--- config.mk ---
export PLATFORM = sky130hd
export DESIGN_NAME = dac_serial_tx
export DESIGN_NICKNAME = d
export VERILOG_FILES = /design/src/rtl/dac_serial_tx.sv
export SDC_FILE = /design/constraint.sdc
export NUM_CORES = 1
export LEC_CHECK = 0
export ABC_AREA = 0
export CAP_MARGIN = 20
export CORE_MARGIN = 2
export CORE_UTILIZATION = 25
export CTS_CLUSTER_SIZE = 28
export DETAILED_ROUTE_END_ITERATION = 10
export PLACE_DENSITY = 0.37
export SLEW_MARGIN = 20
export SYNTH_ARGS = -nofsm -noshare
export SYNTH_HDL_FRONTEND = slang
export SYNTH_SLANG_ARGS = --single-unit
--- constraint.sdc ---
create_clock -name CLK -period 4.08 [get_ports CLK]
set_clock_uncertainty 0.05 [all_clocks]
set_input_delay 0.816 -clock CLK [delete_from_list [all_inputs] [get_ports CLK]]
set_output_delay 0.816 -clock CLK [all_outputs]
set_load 0.005 [all_outputs]
--- src/rtl/dac_serial_tx.sv ---
// Serialises 16-bit DAC command words onto a SYNC_n/SCLK/DIN bus with a 1-deep pending slot.
// Build macro DAC_TX_CHANGE_DETECT_EN adds automatic frames whenever Data_In differs from the last word sent.
module dac_serial_tx #(
    parameter int CLK_DIV       = 4,
    parameter int SYNC_IDLE_CYC = 2
) (
    input  logic        CLK,
    input  logic        RST_n,
    input  logic [15:0] Data_In,
    input  logic        Load,
    output logic        Busy,
    output logic        Done,
    output logic        Overrun,
    output logic        DAC_SCLK,
    output logic        DAC_SYNC_n,
    output logic        DAC_DIN,
    output logic [1:0]  dbg_state
);
    localparam logic [1:0] ST_IDLE  = 2'd0;
    localparam logic [1:0] ST_SHIFT = 2'd1;
    localparam logic [1:0] ST_HOLD  = 2'd2;

    localparam logic [7:0] DIV_LAST  = 8'(CLK_DIV - 1);
    localparam logic [7:0] HOLD_LAST = 8'(SYNC_IDLE_CYC - 1);
    localparam logic [4:0] HALF_LAST = 5'd31;

    logic [1:0]  state_q, state_d;
    logic [7:0]  div_q, div_d;
    logic [4:0]  half_q, half_d;
    logic [15:0] shreg_q, shreg_d;
    logic [15:0] pend_q, pend_d;
    logic        pend_vld_q, pend_vld_d;
    logic        sclk_q, sclk_d;
    logic        sync_n_q, sync_n_d;
    logic        din_q, din_d;
    logic        busy_q, busy_d;
    logic        done_q, done_d;
    logic        overrun_q, overrun_d;
    logic        start;
    logic [15:0] start_word;
`ifdef DAC_TX_CHANGE_DETECT_EN
    logic [15:0] last_sent_q, last_sent_d;
`endif

    always_comb begin
        state_d    = state_q;
        div_d      = div_q;
        half_d     = half_q;
        shreg_d    = shreg_q;
        pend_d     = pend_q;
        pend_vld_d = pend_vld_q;
        sclk_d     = sclk_q;
        sync_n_d   = sync_n_q;
        din_d      = din_q;
        done_d     = 1'b0;
        overrun_d  = 1'b0;
        start      = 1'b0;
        start_word = Data_In;
`ifdef DAC_TX_CHANGE_DETECT_EN
        last_sent_d = last_sent_q;
`endif
        case (state_q)
            ST_IDLE: begin
                // A fresh Load wins over a stale pending word, which is then dropped.
                if (Load) begin
                    start      = 1'b1;
                    start_word = Data_In;
                    overrun_d  = pend_vld_q;
                    pend_vld_d = 1'b0;
                end else if (pend_vld_q) begin
                    start      = 1'b1;
                    start_word = pend_q;
                    pend_vld_d = 1'b0;
                end
`ifdef DAC_TX_CHANGE_DETECT_EN
                else if (Data_In != last_sent_q) begin
                    start      = 1'b1;
                    start_word = Data_In;
                end
`endif
            end
            ST_SHIFT: begin
                if (div_q == DIV_LAST) begin
                    div_d = '0;
                    if (half_q == HALF_LAST) begin
                        state_d  = ST_HOLD;
                        sync_n_d = 1'b1;
                        sclk_d   = 1'b1;
                        din_d    = 1'b0;
                        done_d   = 1'b1;
                    end else begin
                        half_d = half_q + 5'd1;
                        // Leaving an odd (low) half starts the next bit's high half.
                        sclk_d = half_q[0];
                        if (half_q[0]) begin
                            shreg_d = {shreg_q[14:0], 1'b0};
                            din_d   = shreg_q[14];
                        end
                    end
                end else begin
                    div_d = div_q + 8'd1;
                end
            end
            ST_HOLD: begin
                if (div_q == HOLD_LAST) begin
                    state_d = ST_IDLE;
                    div_d   = '0;
                end else begin
                    div_d = div_q + 8'd1;
                end
            end
            default: state_d = ST_IDLE;
        endcase

        if ((state_q != ST_IDLE) && Load) begin
            pend_d     = Data_In;
            pend_vld_d = 1'b1;
            overrun_d  = pend_vld_q;
        end

        if (start) begin
            state_d  = ST_SHIFT;
            shreg_d  = start_word;
            din_d    = start_word[15];
            sclk_d   = 1'b1;
            sync_n_d = 1'b0;
            div_d    = '0;
            half_d   = '0;
`ifdef DAC_TX_CHANGE_DETECT_EN
            last_sent_d = start_word;
`endif
        end

        busy_d = (state_d != ST_IDLE);
    end

    always_ff @(posedge CLK or negedge RST_n) begin
        if (!RST_n) begin
            state_q    <= ST_IDLE;
            div_q      <= '0;
            half_q     <= '0;
            shreg_q    <= '0;
            pend_q     <= '0;
            pend_vld_q <= 1'b0;
            sclk_q     <= 1'b1;
            sync_n_q   <= 1'b1;
            din_q      <= 1'b0;
            busy_q     <= 1'b0;
            done_q     <= 1'b0;
            overrun_q  <= 1'b0;
        end else begin
            state_q    <= state_d;
            div_q      <= div_d;
            half_q     <= half_d;
            shreg_q    <= shreg_d;
            pend_q     <= pend_d;
            pend_vld_q <= pend_vld_d;
            sclk_q     <= sclk_d;
            sync_n_q   <= sync_n_d;
            din_q      <= din_d;
            busy_q     <= busy_d;
            done_q     <= done_d;
            overrun_q  <= overrun_d;
        end
    end

`ifdef DAC_TX_CHANGE_DETECT_EN
    always_ff @(posedge CLK or negedge RST_n) begin
        if (!RST_n) begin
            last_sent_q <= 16'hFFFF;
        end else begin
            last_sent_q <= last_sent_d;
        end
    end
`endif

    assign Busy       = busy_q;
    assign Done       = done_q;
    assign Overrun    = overrun_q;
    assign DAC_SCLK   = sclk_q;
    assign DAC_SYNC_n = sync_n_q;
    assign DAC_DIN    = din_q;
    assign dbg_state  = state_q;
endmodule

Yosys cells after proc, flatten, opt, wreduce, memory -nomap -nowiden
Index checks and enable logic that the tools add are counted.
Word-level totals
  logic and storage cells: 81
  bits in registers: 53
  bits of input ports: 19
  output and inout bits: 8
Operators by class
  reduce and logical (&&, ||, !) cells: 16
  muxes and demuxes: 45
  equality and inequality tests: 6
  add/subtract/negate cells: 2
Operator list (number)
  $mux W15: 5
  $mux W16: 3
  $mux W1: 24
  $mux W8: 3
  $mux W5: 4
  $pmux W8 S2: 1
  $reduce_bool A2 Y1: 7
  $reduce_and A3 Y1: 3
  $add A8 B1 Y8 const B: 1
  $eq A8 B1 Y1 const B: 1
  $eq A8 B2 Y1 const B: 1
  $mux W2: 4
  $pmux W2 S3: 1
  $reduce_bool A3 Y1: 2
  $add A5 B1 Y5 const B: 1
  $eq A5 B5 Y1 const B: 1
  $reduce_and A4 Y1: 1
  $eq A2 B1 Y1 const B: 1
  $eq A2 B2 Y1 const B: 1
  $logic_not A2 Y1: 1
  $ne A2 B2 Y1 const B: 1
  $reduce_and A2 Y1: 1
  $logic_and A1 B1 Y1: 1

Logic depth before layout (Yosys ltp)
Gate-level depths: netlist of the first run.
  word-level depth: 6
  gate-level depth with buffers: 8

Least setup slack after synthesis of the first run
Ideal clock, no wire load.
  path type: input-to-reg
  start point: input Load
  end point: register shreg_q[10]
  cell stages on the path: 5
  slack: 1.913 ns
  arrival time: 1.992 ns
  path buffers: 2
  path through: clkbuf_1 > o21ai_1 > o21ai_4 > buf_12 > mux2_4
On the way
  longest elaborated chain between the ends: 4
RTL lines
  start: declaration: RTL line 10  | input logic Load,
  $mux W1: RTL line 65  | if (Load) begin
  $mux W1: RTL line 62  | case (state_q)
  $ne A2 B2 Y1 (no source line) or $reduce_bool A2 Y1 (tied branches)
  $reduce_and A4 Y1 (no source line)
  end signal: assignment: RTL line 155  | shreg_q <= shreg_d;
  end: declaration: RTL line 30  | logic [15:0] shreg_q, shreg_d;
Parallel ways exist; a longest one is shown, timed or not.
A chain may end at the register's enable or synchronous reset.

Worst setup path after layout of the first run
  start point: input Load
  end point: register div_q[7]
On the way
  longest elaborated chain between the ends: 3
RTL lines
  $mux W1 (*): RTL line 65
  $mux W1 (*): RTL line 62
  $reduce_bool A3 Y1 (no source line) or $mux W8 (tied branches)
  end signal: assignment: RTL line 153  | div_q <= div_d;
  end: declaration: RTL line 28  | logic [7:0] div_q, div_d;
Mark *: on every way between the ends. The rest lies on a longest branch, timed or not.

==> results of run 1 <==
report_power, final:
group | switching [mW] | internal (mW)
sequential | 0.145 | 0.692
combinational | 0.335 | 0.391
clock | 0.186 | 0.119
total | 0.665 | 1.20
layer usage:
metal  vias up  part of all wire  global-route usage
li1        981                 -                   -
met1       985              0.47               0.157
met2        28              0.49               0.207
met3         4             0.029              0.0221
met4         0            0.0080              0.0330
met5         -                 0                   0
registers in the layout (all words and copies together), names as in the netlist:
name and count:
Busy 1, DAC_DIN 1, DAC_SCLK 1, DAC_SYNC_n 1
Done 1, Overrun 1, dbg_state 2, div_q 8
half_q 5, pend_q 16, pend_vld_q 1, shreg_q 15
worst max-delay path, delay by kind of cell:
family	cells	cell delay, ns
buffers and inverters	1	0.69
AO/OA/AOI/OAI	1	0.15
AND/OR/NAND/NOR	3	1.01
cell type report:
cell class	instances	area [µm²]
timing repair buffer	32	300
clock buffer	5	68.8
multi-input combinational	180	1330
inverter	6	22.5
tap	140	175
fill	1175	7500
clock inverter	3	17.5
sequential	53	1330
how the worst max path moves through the flow:
stage | startpoint | to | slack [ns] | depth (start not counted)
floorplan | Load | shreg_q[10] | 1.91 | 5
global route | half_q[0] | shreg_q[5] | 1.46 | 7
global placement | Load | div_q[7] | 1.28 | 5
detailed placement | Load | div_q[7] | 1.27 | 5
CTS | half_q[0] | shreg_q[5] | 1.57 | 7
finish | Load | div_q[7] | 1.61 | 5
cells by family (layout without fill, tap and decap cells):
kind of cell | count (synthesis) | in the layout | share of synthesized area
AND/OR/NAND/NOR | 72 | 72 | 0.152
AO/OA/AOI/OAI | 67 | 67 | 0.154
flip-flops | 53 | 53 | 0.485
multiplexers | 33 | 33 | 0.147
buffers and inverters | 18 | 46 | 0.0315
adder cells (fa/ha/maj) | 4 | 4 | 0.0183
XOR/XNOR | 4 | 4 | 0.0128
stage by stage:
step                      instance area [µm²]  setup slack (ns)  std cells
after floorplan                          2740              1.91        251
after global placement                   3160              1.28        411
after detailed placement                 3160              1.27        411
after CTS                                3240              1.57        419
after global routing                     3240              1.46        419
final                                    3240              1.61        419
placed cells by master (no fill, tap or decap), drive strengths merged:
master / netlist / routed
a21boi: 1 / 1
a21o: 1 / 1
a21oi: 7 / 7
a22oi: 14 / 14
a31oi: 13 / 13
a32oi: 1 / 1
and2: 1 / 1
and3: 4 / 4
and3b: 1 / 1
and4: 1 / 1
buf: 4 / 7
clkbuf: 8 / 5
clkdlybuf4s50: 0 / 25
clkinv: 0 / 2
clkinvlp: 0 / 1
dfrtp: 51 / 51
dfstp: 2 / 2
ha: 4 / 4
inv: 6 / 6
mux2: 30 / 30
mux2i: 3 / 3
nand2: 13 / 13
nand3: 6 / 6
nand4: 5 / 5
nor2: 15 / 15
nor2b: 15 / 15
nor3b: 1 / 1
nor4: 1 / 1
nor4bb: 1 / 1
o211ai: 1 / 1
o21ai: 23 / 23
o22a: 1 / 1
o22ai: 2 / 2
o31ai: 3 / 3
or2: 2 / 2
or3: 3 / 3
or4: 3 / 3
xnor2: 1 / 1
xor2: 3 / 3
==> summary.txt, run 1 <==
STA
  • Crit path time final: 2.47 ns
  • Final period util: 0.605
  • Max-slew violations: 0
  • Final TNS setup: 0 ns
  • Final hold vios: 0
  • Worst-Margin Slew: 0.899 ns
  • Unrepaired setup endpoints after global routing: no
  • Min Hold Slack: ~0.45 ns
  • Slew HR: 0.401
  • Final setup vio count: 0
  • Fmax: between 400 and 500 MHz

CTS
  • CTS tree: done
  • Clk_lat worst skew: between 0.3 and 0.4 ns
  • Post-CTS sizing: 0
  • Worst-path clk slew: approximately 0.10 ns
  • CTS Hold Buffers Added: 0
  • H-tree Lvls: 2
  • Bufs on Longest Clock Path: 2
  • Root Driver: clkbuf_8
  • CTS buffer count: 5
  • Post-CTS repair timing setup buffer count: 0
  • Clock sink count: between 50 and 60

Setup path
  • Reg-to-reg critical path endpoint: shreg_q[5]
  • CP Class: in2reg
  • Worst Reg-to-Reg Cells: 7
  • CP most frequent cell: or4_1
  • CP Launch Type: input port
  • CP Cell Sequence: clkdlybuf4s50_1 > or4_1 > nand3_1 > or4_1 > a21oi_1
  • Critical path data required time: about 4.3 ns
  • Origin of the critical flop-to-flop path: half_q[0]
  • Critical path arrival: ~2.7 ns
  • Slowest cell on the critical path: clkdlybuf4s50_1
  • Worst-path fanout max: 11
  • CP max stage delay: between 0.6 and 0.7 ns
  • Reg2reg setup slack: about 1.6 ns
  • CP Capture Type: register

Power
  • PwrDens: around 580 mW/mm²
  • Peak VDD IR: ~0.00017 V
  • Lkg Pwr: around 1.3 nW
  • Tot Pwr: 1.87 mW

Placement
  • PortBufs: 26
  • Final GP Congestion: 0.764
  • DP HPWL: ~4200 µm

Min path
  • Hold path cells: 1
  • Hold endpoint: half_q[2]
  • HP Class: reg2reg
  • HP Start: half_q[2]

Routing
  • DRT iter0 DRCs: 99
  • DRC Markers: 0
  • Via density: roughly 4.8
  • DRT antenna net count: 0
  • Wirelength, routed: 6530 µm
  • Initial DRT Pass Iterations: 4
  • Vias: 1998
  • WL per Instance: around 16 µm

Synth
  • Avg Cell Area, Syn: roughly 11 µm²
  • Cell count after synthesis: approximately 250
  • Post-Syn Area: ~0.0027 mm²
  • Yosys warnings: 0
  • Commonest register cell after synthesis: dfrtp_1
  • Syn Nets: between 200 and 300
  • Most numerous cell in the Yosys netlist: dfrtp_1
  • Synth area leader: dfrtp_1
  • Flops & latches, synth: 53
  • Ys async rst share: 1.00
  • Register area share after synthesis: 0.485
  • Post-synth EDFFs: 0
  • Share of the synthesized area in the top cell type: 0.466
  • Unique cell type count in the Yosys netlist: between 40 and 50
  • Commonest cells post-synth: 51 x dfrtp_1, 21 x mux2_2, 21 x o21ai_0
  • Ranking of synthesized cells by area: dfrtp_1 47%, mux2_2 8.6%, mux2_4 4.9%

Layout
  • Syn-to-layout area delta: 18.4%
  • Layout cell share with drive strength beyond 1: 0.194
  • Final Core Density: 0.302
  • Nets: 301
  • Antenna diodes: 0

Global route
  • Pin count of the biggest net entering global routing: 39
  • Total gr overflow: 0
  • First-pass GRT wire length: between 10000 and 15000 µm
  • Total GRT Usage: 0.121
  • Antenna violations before repair: 0
  • Number of global-route vias before repair: between 2000 and 2500

Status
  • Status: complete, no violations

Floorplanning
  • DIE AREA: around 0.012 mm²
  • Die H: between 100 and 150 µm
  • Chip width: 109 µm
  • Core Rows: 38
  • Initial Util: 0.255
  • Io pins: 27
  • Core area: ~0.011 mm²

Run
  • Max-cap violations: 0
No activity file was read; power rests on OpenSTA's default activity.
==> inputs of run 2 (changes only) <==
--- a/config.mk
+++ b/config.mk
@@ -11,7 +11,7 @@
 export CORE_UTILIZATION = 25
 export CTS_CLUSTER_SIZE = 28
 export DETAILED_ROUTE_END_ITERATION = 10
-export PLACE_DENSITY = 0.37
+export PLACE_DENSITY = 0.39
 export SLEW_MARGIN = 20
 export SYNTH_ARGS = -nofsm -noshare
 export SYNTH_HDL_FRONTEND = slang
==> constraint.sdc (replaced) <==
create_clock -name CLK -period 2.06 [get_ports CLK]
set_clock_uncertainty 0.05 [all_clocks]
set_input_delay 0.412 -clock CLK [delete_from_list [all_inputs] [get_ports CLK]]
set_output_delay 0.412 -clock CLK [all_outputs]
set_load 0.005 [all_outputs]
==> summary.txt, run 2 (synthesized netlist as in run 1, its figures left out) <==
STA
  • Worst-Margin Slew: 0.655 ns (-0.244 ns)
  • Final setup vio count: 0 (unchanged)
  • Fin worst setup slack: 0.0812 ns (-1.53 ns)
  • Max-slew violations: 0 (unchanged)
  • Final TNS setup: 0 ns (unchanged)
  • Final period util: 0.961
  • Slew HR: 0.563 (+0.162)
  • Unrepaired setup endpoints after global routing: no
  • Final hold vios: 0 (unchanged)
  • Fmax: just over 500 MHz
  • Min Hold Slack: 0.0280 ns (-0.418 ns)
  • Crit path time final: 1.98 ns

Min path
  • HP Class: in2async

CTS
  • CTS buffer count: 5 (unchanged)
  • Worst-path clk slew: 0.10 ns (about the same)
  • Root Driver: clkbuf_8
  • H-tree Lvls: 2 (unchanged)
  • Clock sink count: 53 (unchanged)
  • Clk_lat worst skew: 0.30 ns (about the same)
  • CTS tree: done
  • Bufs on Longest Clock Path: 2 (unchanged)

Floorplanning
  • Io pins: 27 (unchanged)
  • Chip width: 109 µm (unchanged)
  • Die H: 109 µm (unchanged)
  • Core area: 0.0107 mm² (unchanged)
  • DIE AREA: 0.0118 mm² (unchanged)
  • Initial Util: 0.255 (unchanged)
  • Core Rows: 38 (unchanged)

Setup path
  • CP most frequent cell: ha_2
  • Critical path arrival: 2.12 ns (-0.54 ns)
  • Worst Reg-to-Reg Cells: 8 (+1)
  • Origin of the critical flop-to-flop path: half_q[1]
  • CP Launch Type: register
  • Reg-to-reg critical path endpoint: shreg_q[8]
  • Reg2reg setup slack: 0.08 ns (-1.54 ns)
  • CP Cell Sequence: ha_2 > and3_1 > ha_2 > inv_1 > nand2_2 > o21ai_4 > clkbuf_16 > mux2_4
  • CP Capture Type: register
  • CP max stage delay: 0.41 ns (-0.28 ns)
  • Critical path data required time: 2.20 ns (-2.07 ns)
  • Worst-path fanout max: 5 (-6)
  • Slowest cell on the critical path: dfrtp_1
  • CP Class: reg2reg
  • Buffer and inverter count on the worst path: 2 (+1)
  • Cell family with most CP delay: flip-flops

Power
  • PwrDens: 1140 mW/mm² (+99%)
  • Tot Pwr: 3.99 mW (+110%)
  • Lkg Pwr: 1.43 nW (+9.9%)
  • Peak VDD IR: 0.000315 V (+83%)

Global route
  • Pin count of the biggest net entering global routing: 54 (+38%)
  • Total gr overflow: 0 (unchanged)
  • Total GRT Usage: 0.116 (-0.00553)
  • Antenna violations before repair: 0 (unchanged)
  • Number of global-route vias before repair: 2097 (-1.8%)
  • First-pass GRT wire length: 10500 µm (-4.7%)

Routing
  • Vias: 2043 (+2.3%)
  • Met3 WL post-DR: 166 µm (-12%)
  • DRT iter0 DRCs: 64 (-35%)
  • Initial DRT Pass Iterations: 4 (unchanged)
  • WL per Instance: 14.3 µm (-8.4%)
  • Wirelength, routed: 6300 µm (-3.6%)
  • Metal2 WL: 3090 µm (-4.1%)
  • DRC Markers: 0 (unchanged)
  • Via density: 4.63 (-2.8%)
  • DR top layer: met4
  • Met1 wire length: 3010 µm (-2.0%)
  • DRT antenna net count: 0 (unchanged)

Placement
  • Dpl ws: -0.247 ns (-1.52 ns)
  • PortBufs: 26 (unchanged)
  • Post-Place Cells: 431 (+4.9%)
  • DP HPWL: 4300 µm (+1.5%)
  • Final GP Congestion: 0.764 (about the same)

Layout
  • Commonest non-fill, non-tap cell in the layout: dfrtp_1
  • Leading cell types in the layout, fill and taps excluded: 50 x dfrtp_1, 25 x clkdlybuf4s50_1, 25 x buf_4
  • Nets: 324 (+7.6%)
  • Top Registers: pend_q (16), shreg_q (15), div_q (8)
  • Antenna diodes: 0 (unchanged)
  • FILL cells: 1137 (-3.2%)
  • Non-Filler Instances: 441 (+5.3%)
  • Layout cell share with drive strength beyond 1: 0.266 (+0.0722)
  • Most flop-heavy register: pend_q
  • Max FFs per register: 16 (unchanged)
  • Syn-to-layout area delta: 27.5%

Status
  • Status: complete, no violations

Run
  • Max-cap violations: 0 (unchanged)
## run 2: changes by cell type in the layout (fill, tap and decap cells not counted), sizes merged
cell | previous run | this run
bufinv | 0 | 1
clkbuf | 5 | 6
buf | 7 | 29
clkinv | 2 | 1
clkinvlp | 1 | 0
## run 2: worst max path at each step
stage / from / end / slack (ns) / depth (start not counted)
2_1_floorplan: half_q[0] / shreg_q[10] / 0.03 / 8
3_3_place_gp: Load / shreg_q[9] / -0.22 / 5
3_5_place_dp: Load / shreg_q[1] / -0.25 / 5
4_1_cts: half_q[1] / shreg_q[14] / 0.05 / 8
5_1_grt: dbg_state[1] / dbg_state[1] / 0.002 / 2
6_report: half_q[1] / shreg_q[8] / 0.08 / 8
## run 2: final cells by class
cell class	instances	area, µm²	area share
clock buffers	5	68.8	0.0197
clock inverters	2	35.0	0.0100
inverters	6	22.5	0.00644
multi-input cells	180	1340	0.385
flip-flops and latches	53	1330	0.381
well taps	140	175	0.0501
repair buffers	55	519	0.149
## run 2: per-layer routing
| metal | track usage | vias to the layer above |
|---|---|---|
| li1 | - | 1019 |
| met4 | 0.0302 | 0 |
| met3 | 0.0215 | 2 |
| met1 | 0.149 | 997 |
| met5 | 0 | - |
| met2 | 0.200 | 25 |
## run 2: report_power, final
group | total (mW) | internal [mW] | switching, mW | leakage, nW
clock network | 0.696 | 0.354 | 0.342 | 0.0540
registers | 1.61 | 1.37 | 0.239 | 0.626
logic | 1.69 | 0.962 | 0.727 | 0.748
total | 3.99 | 2.69 | 1.31 | 1.43
## run 2: metrics by stage
step | instance area [µm²] | util
2_1_floorplan | 2740 | -
3_3_place_gp | 3330 | 0.310
3_5_place_dp | 3330 | 0.310
4_1_cts | 3440 | 0.320
5_1_grt | 3490 | 0.325
6_report | 3490 | 0.325
## run 2: repair_timing
item | CTS | global route
gates resized for setup | 0 | 6
setup endpoints to repair | 0 | 13
hold buffers | 0 | 0
buffers inserted | 0 | 2
==> inputs of run 3 (changes only) <==
--- a/config.mk
+++ b/config.mk
@@ -11,7 +11,7 @@
 export CORE_UTILIZATION = 25
 export CTS_CLUSTER_SIZE = 28
 export DETAILED_ROUTE_END_ITERATION = 10
-export PLACE_DENSITY = 0.39
+export PLACE_DENSITY = 0.45
 export SLEW_MARGIN = 20
 export SYNTH_ARGS = -nofsm -noshare
 export SYNTH_HDL_FRONTEND = slang
==> summary.txt, run 3 (synthesized netlist as in run 1, its figures left out) <==
Placement
  • Final GP Congestion: 0.772 (+1.1%)
  • Post-Place Cells: 427 (-0.93%)
  • DP HPWL: 4330 µm (+0.88%)
  • PortBufs: 26 (unchanged)
  • Placed cell area: 0.00331 mm² (-0.68%)
  • Dpl ws: -0.0907 ns (+0.157 ns)

Routing
  • Vias: 2060 (+0.83%)
  • Initial DRT Pass Iterations: 4 (unchanged)
  • WL per Instance: 14.5 µm (+1.4%)
  • DRT antenna net count: 0 (unchanged)
  • DRT iter0 DRCs: 84 (+31%)
  • Wirelength, routed: 6310 µm (+0.22%)
  • Via density: 4.72 (+2.0%)
  • DRC Markers: 0 (unchanged)

Floorplanning
  • Core area: 0.0107 mm² (unchanged)
  • Io pins: 27 (unchanged)
  • DIE AREA: 0.0118 mm² (unchanged)
  • Core Rows: 38 (unchanged)
  • Die H: 109 µm (unchanged)
  • Chip width: 109 µm (unchanged)
  • Initial Util: 0.255 (unchanged)

Status
  • Status: finished, violations left
  • Violated checks: negative hold slack

Global route
  • Antenna violations before repair: 0 (unchanged)
  • Total GRT Usage: 0.117 (+0.00119)
  • Pin count of the biggest net entering global routing: 35 (-35%)
  • First-pass GRT wire length: 10600 µm (+0.98%)
  • Number of global-route vias before repair: 2051 (-2.2%)
  • Total gr overflow: 0 (unchanged)

Layout
  • Commonest non-fill, non-tap cell in the layout: dfrtp_1
  • Final Core Density: 0.321 (-0.00454)
  • Antenna diodes: 0 (unchanged)
  • Top Registers: pend_q (16), shreg_q (15), div_q (8)
  • Max FFs per register: 16 (unchanged)
  • Syn-to-layout area delta: 25.8%
  • Leading cell types in the layout, fill and taps excluded: 51 x dfrtp_1, 25 x clkdlybuf4s50_1, 21 x o21ai_0, 21 x mux2_2, 18 x buf_4
  • Layout cell share with drive strength beyond 1: 0.250 (-0.0158)
  • Final instance area: 0.00345 mm² (-1.4%)
  • Most flop-heavy register: pend_q
  • Nets: 318 (-1.9%)
  • Non-Filler Instances: 436 (-1.1%)

Run
  • Max-cap violations: 0 (unchanged)

STA
  • Fmax: 501 MHz (-0.82%)
  • Slew HR: 0.675 (+0.112)
  • Max-slew violations: 0 (unchanged)
  • Final period util: 0.969 (+0.00799)
  • Worst-Margin Slew: 0.487 ns (-0.168 ns)
  • Final hold vios: 5 (+5)
  • Min Hold Slack: -0.00224 ns (-0.0302 ns)
  • Crit path time final: 2.00 ns (+0.0165 ns)
  • Final setup vio count: 0 (unchanged)
  • Final TNS setup: 0 ns (unchanged)
  • Fin worst setup slack: 0.0647 ns (-0.0165 ns)

CTS
  • Clk_lat worst skew: 0.31 ns (about the same)
  • Clock sink count: 53 (unchanged)
  • CTS tree: done
  • Bufs on Longest Clock Path: 2 (unchanged)
  • Worst-path clk slew: 0.10 ns (about the same)
  • CTS buffer count: 5 (unchanged)
  • H-tree Lvls: 2 (unchanged)
  • Root Driver: clkbuf_8
  • CTS Hold Buffers Added: 0 (unchanged)

Setup path
  • Buffer and inverter count on the worst path: 2 (unchanged)
  • Origin of the critical flop-to-flop path: half_q[0]
  • Critical path data required time: 2.21 ns (about the same)
  • CP max stage delay: 0.39 ns (-0.02 ns)
  • Worst Reg-to-Reg Cells: 8 (unchanged)
  • CP Class: reg2reg
  • Reg-to-reg critical path endpoint: shreg_q[8]
  • CP Cell Sequence: ha_1 > and3_1 > ha_4 > inv_2 > nand2_2 > o21ai_4 > clkbuf_16 > mux2_4
  • CP Capture Type: register
  • Critical path arrival: 2.15 ns (+0.03 ns)
  • Worst-path fanout max: 5 (unchanged)
  • CP Launch Type: register
  • WP depth: 8 (unchanged)
  • Cell family with most CP delay: flip-flops
  • Slowest cell on the critical path: dfrtp_1
  • Reg2reg setup slack: 0.06 ns (-0.02 ns)

Power
  • Net switching share of the total power: 0.344 (+0.0167)
  • Part of the power in combinational logic: 0.428 (+0.005)
  • P_sw: 1.33 mW (+1.9%)
  • Lkg Pwr: 1.40 nW (-2.2%)
  • Peak VDD IR: 0.000483 V (+53%)
  • Pint: 2.54 mW (-5.4%)
  • Flop pwr share: 0.418 (+0.015)
  • Tot Pwr: 3.87 mW (-3.0%)
  • Clock power share: 0.154 (-0.020)
  • PwrDens: 1120 mW/mm² (-1.7%)

Min path
  • HP Class: in2async
==> run 3: changes by cell type in the layout (fill, tap and decap cells not counted), sizes merged <==
cell | previous run | this run
bufinv | 1 | 0
clkinv | 1 | 2
buf | 29 | 23
clkinvlp | 0 | 1
==> run 3: worst max path at each step <==
stage | from | to
final | half_q[0] | shreg_q[8]
after global routing | half_q[0] | shreg_q[7]
after CTS | half_q[0] | shreg_q[14]
after detailed placement | Load | div_q[7]
after global placement | Load | div_q[7]
after floorplan | half_q[0] | shreg_q[10]
==> run 3: per-layer routing <==
layer	routed length [µm]	share of wire	track usage	up-vias
li1	-	-	-	1011
met3	208	0.033	0.0251	5
met5	0	0	0	-
met4	54	0.0086	0.0330	0
met1	2940	0.47	0.152	1013
met2	3110	0.49	0.196	31
==> run 3: power by group through the flow <==
stage | Sequential, mW | Combinational, mW | Clock, mW
2_1_floorplan | 1.59 | 1.13 | 0
3_3_place_gp | 1.63 | 1.60 | 0
3_5_place_dp | 1.63 | 1.62 | 0
4_1_cts | 1.62 | 1.63 | 0.626
5_1_grt | 1.67 | 1.86 | 0.677
6_report | 1.62 | 1.66 | 0.595
==> run 3: cell type report <==
class	instances	area, µm²
sequential	53	1330
multi-input combinational	180	1350
clock buffer	5	68.8
inverter	6	22.5
fill	1141	7300
clock inverter	3	17.5
timing repair buffer	49	487
tap	140	175
==> run 3: timing repair <==
item / in CTS / in global routing
buffers inserted: 0 / 0
resized for setup: 0 / 6
endpoints found under the setup margin: 0 / 11
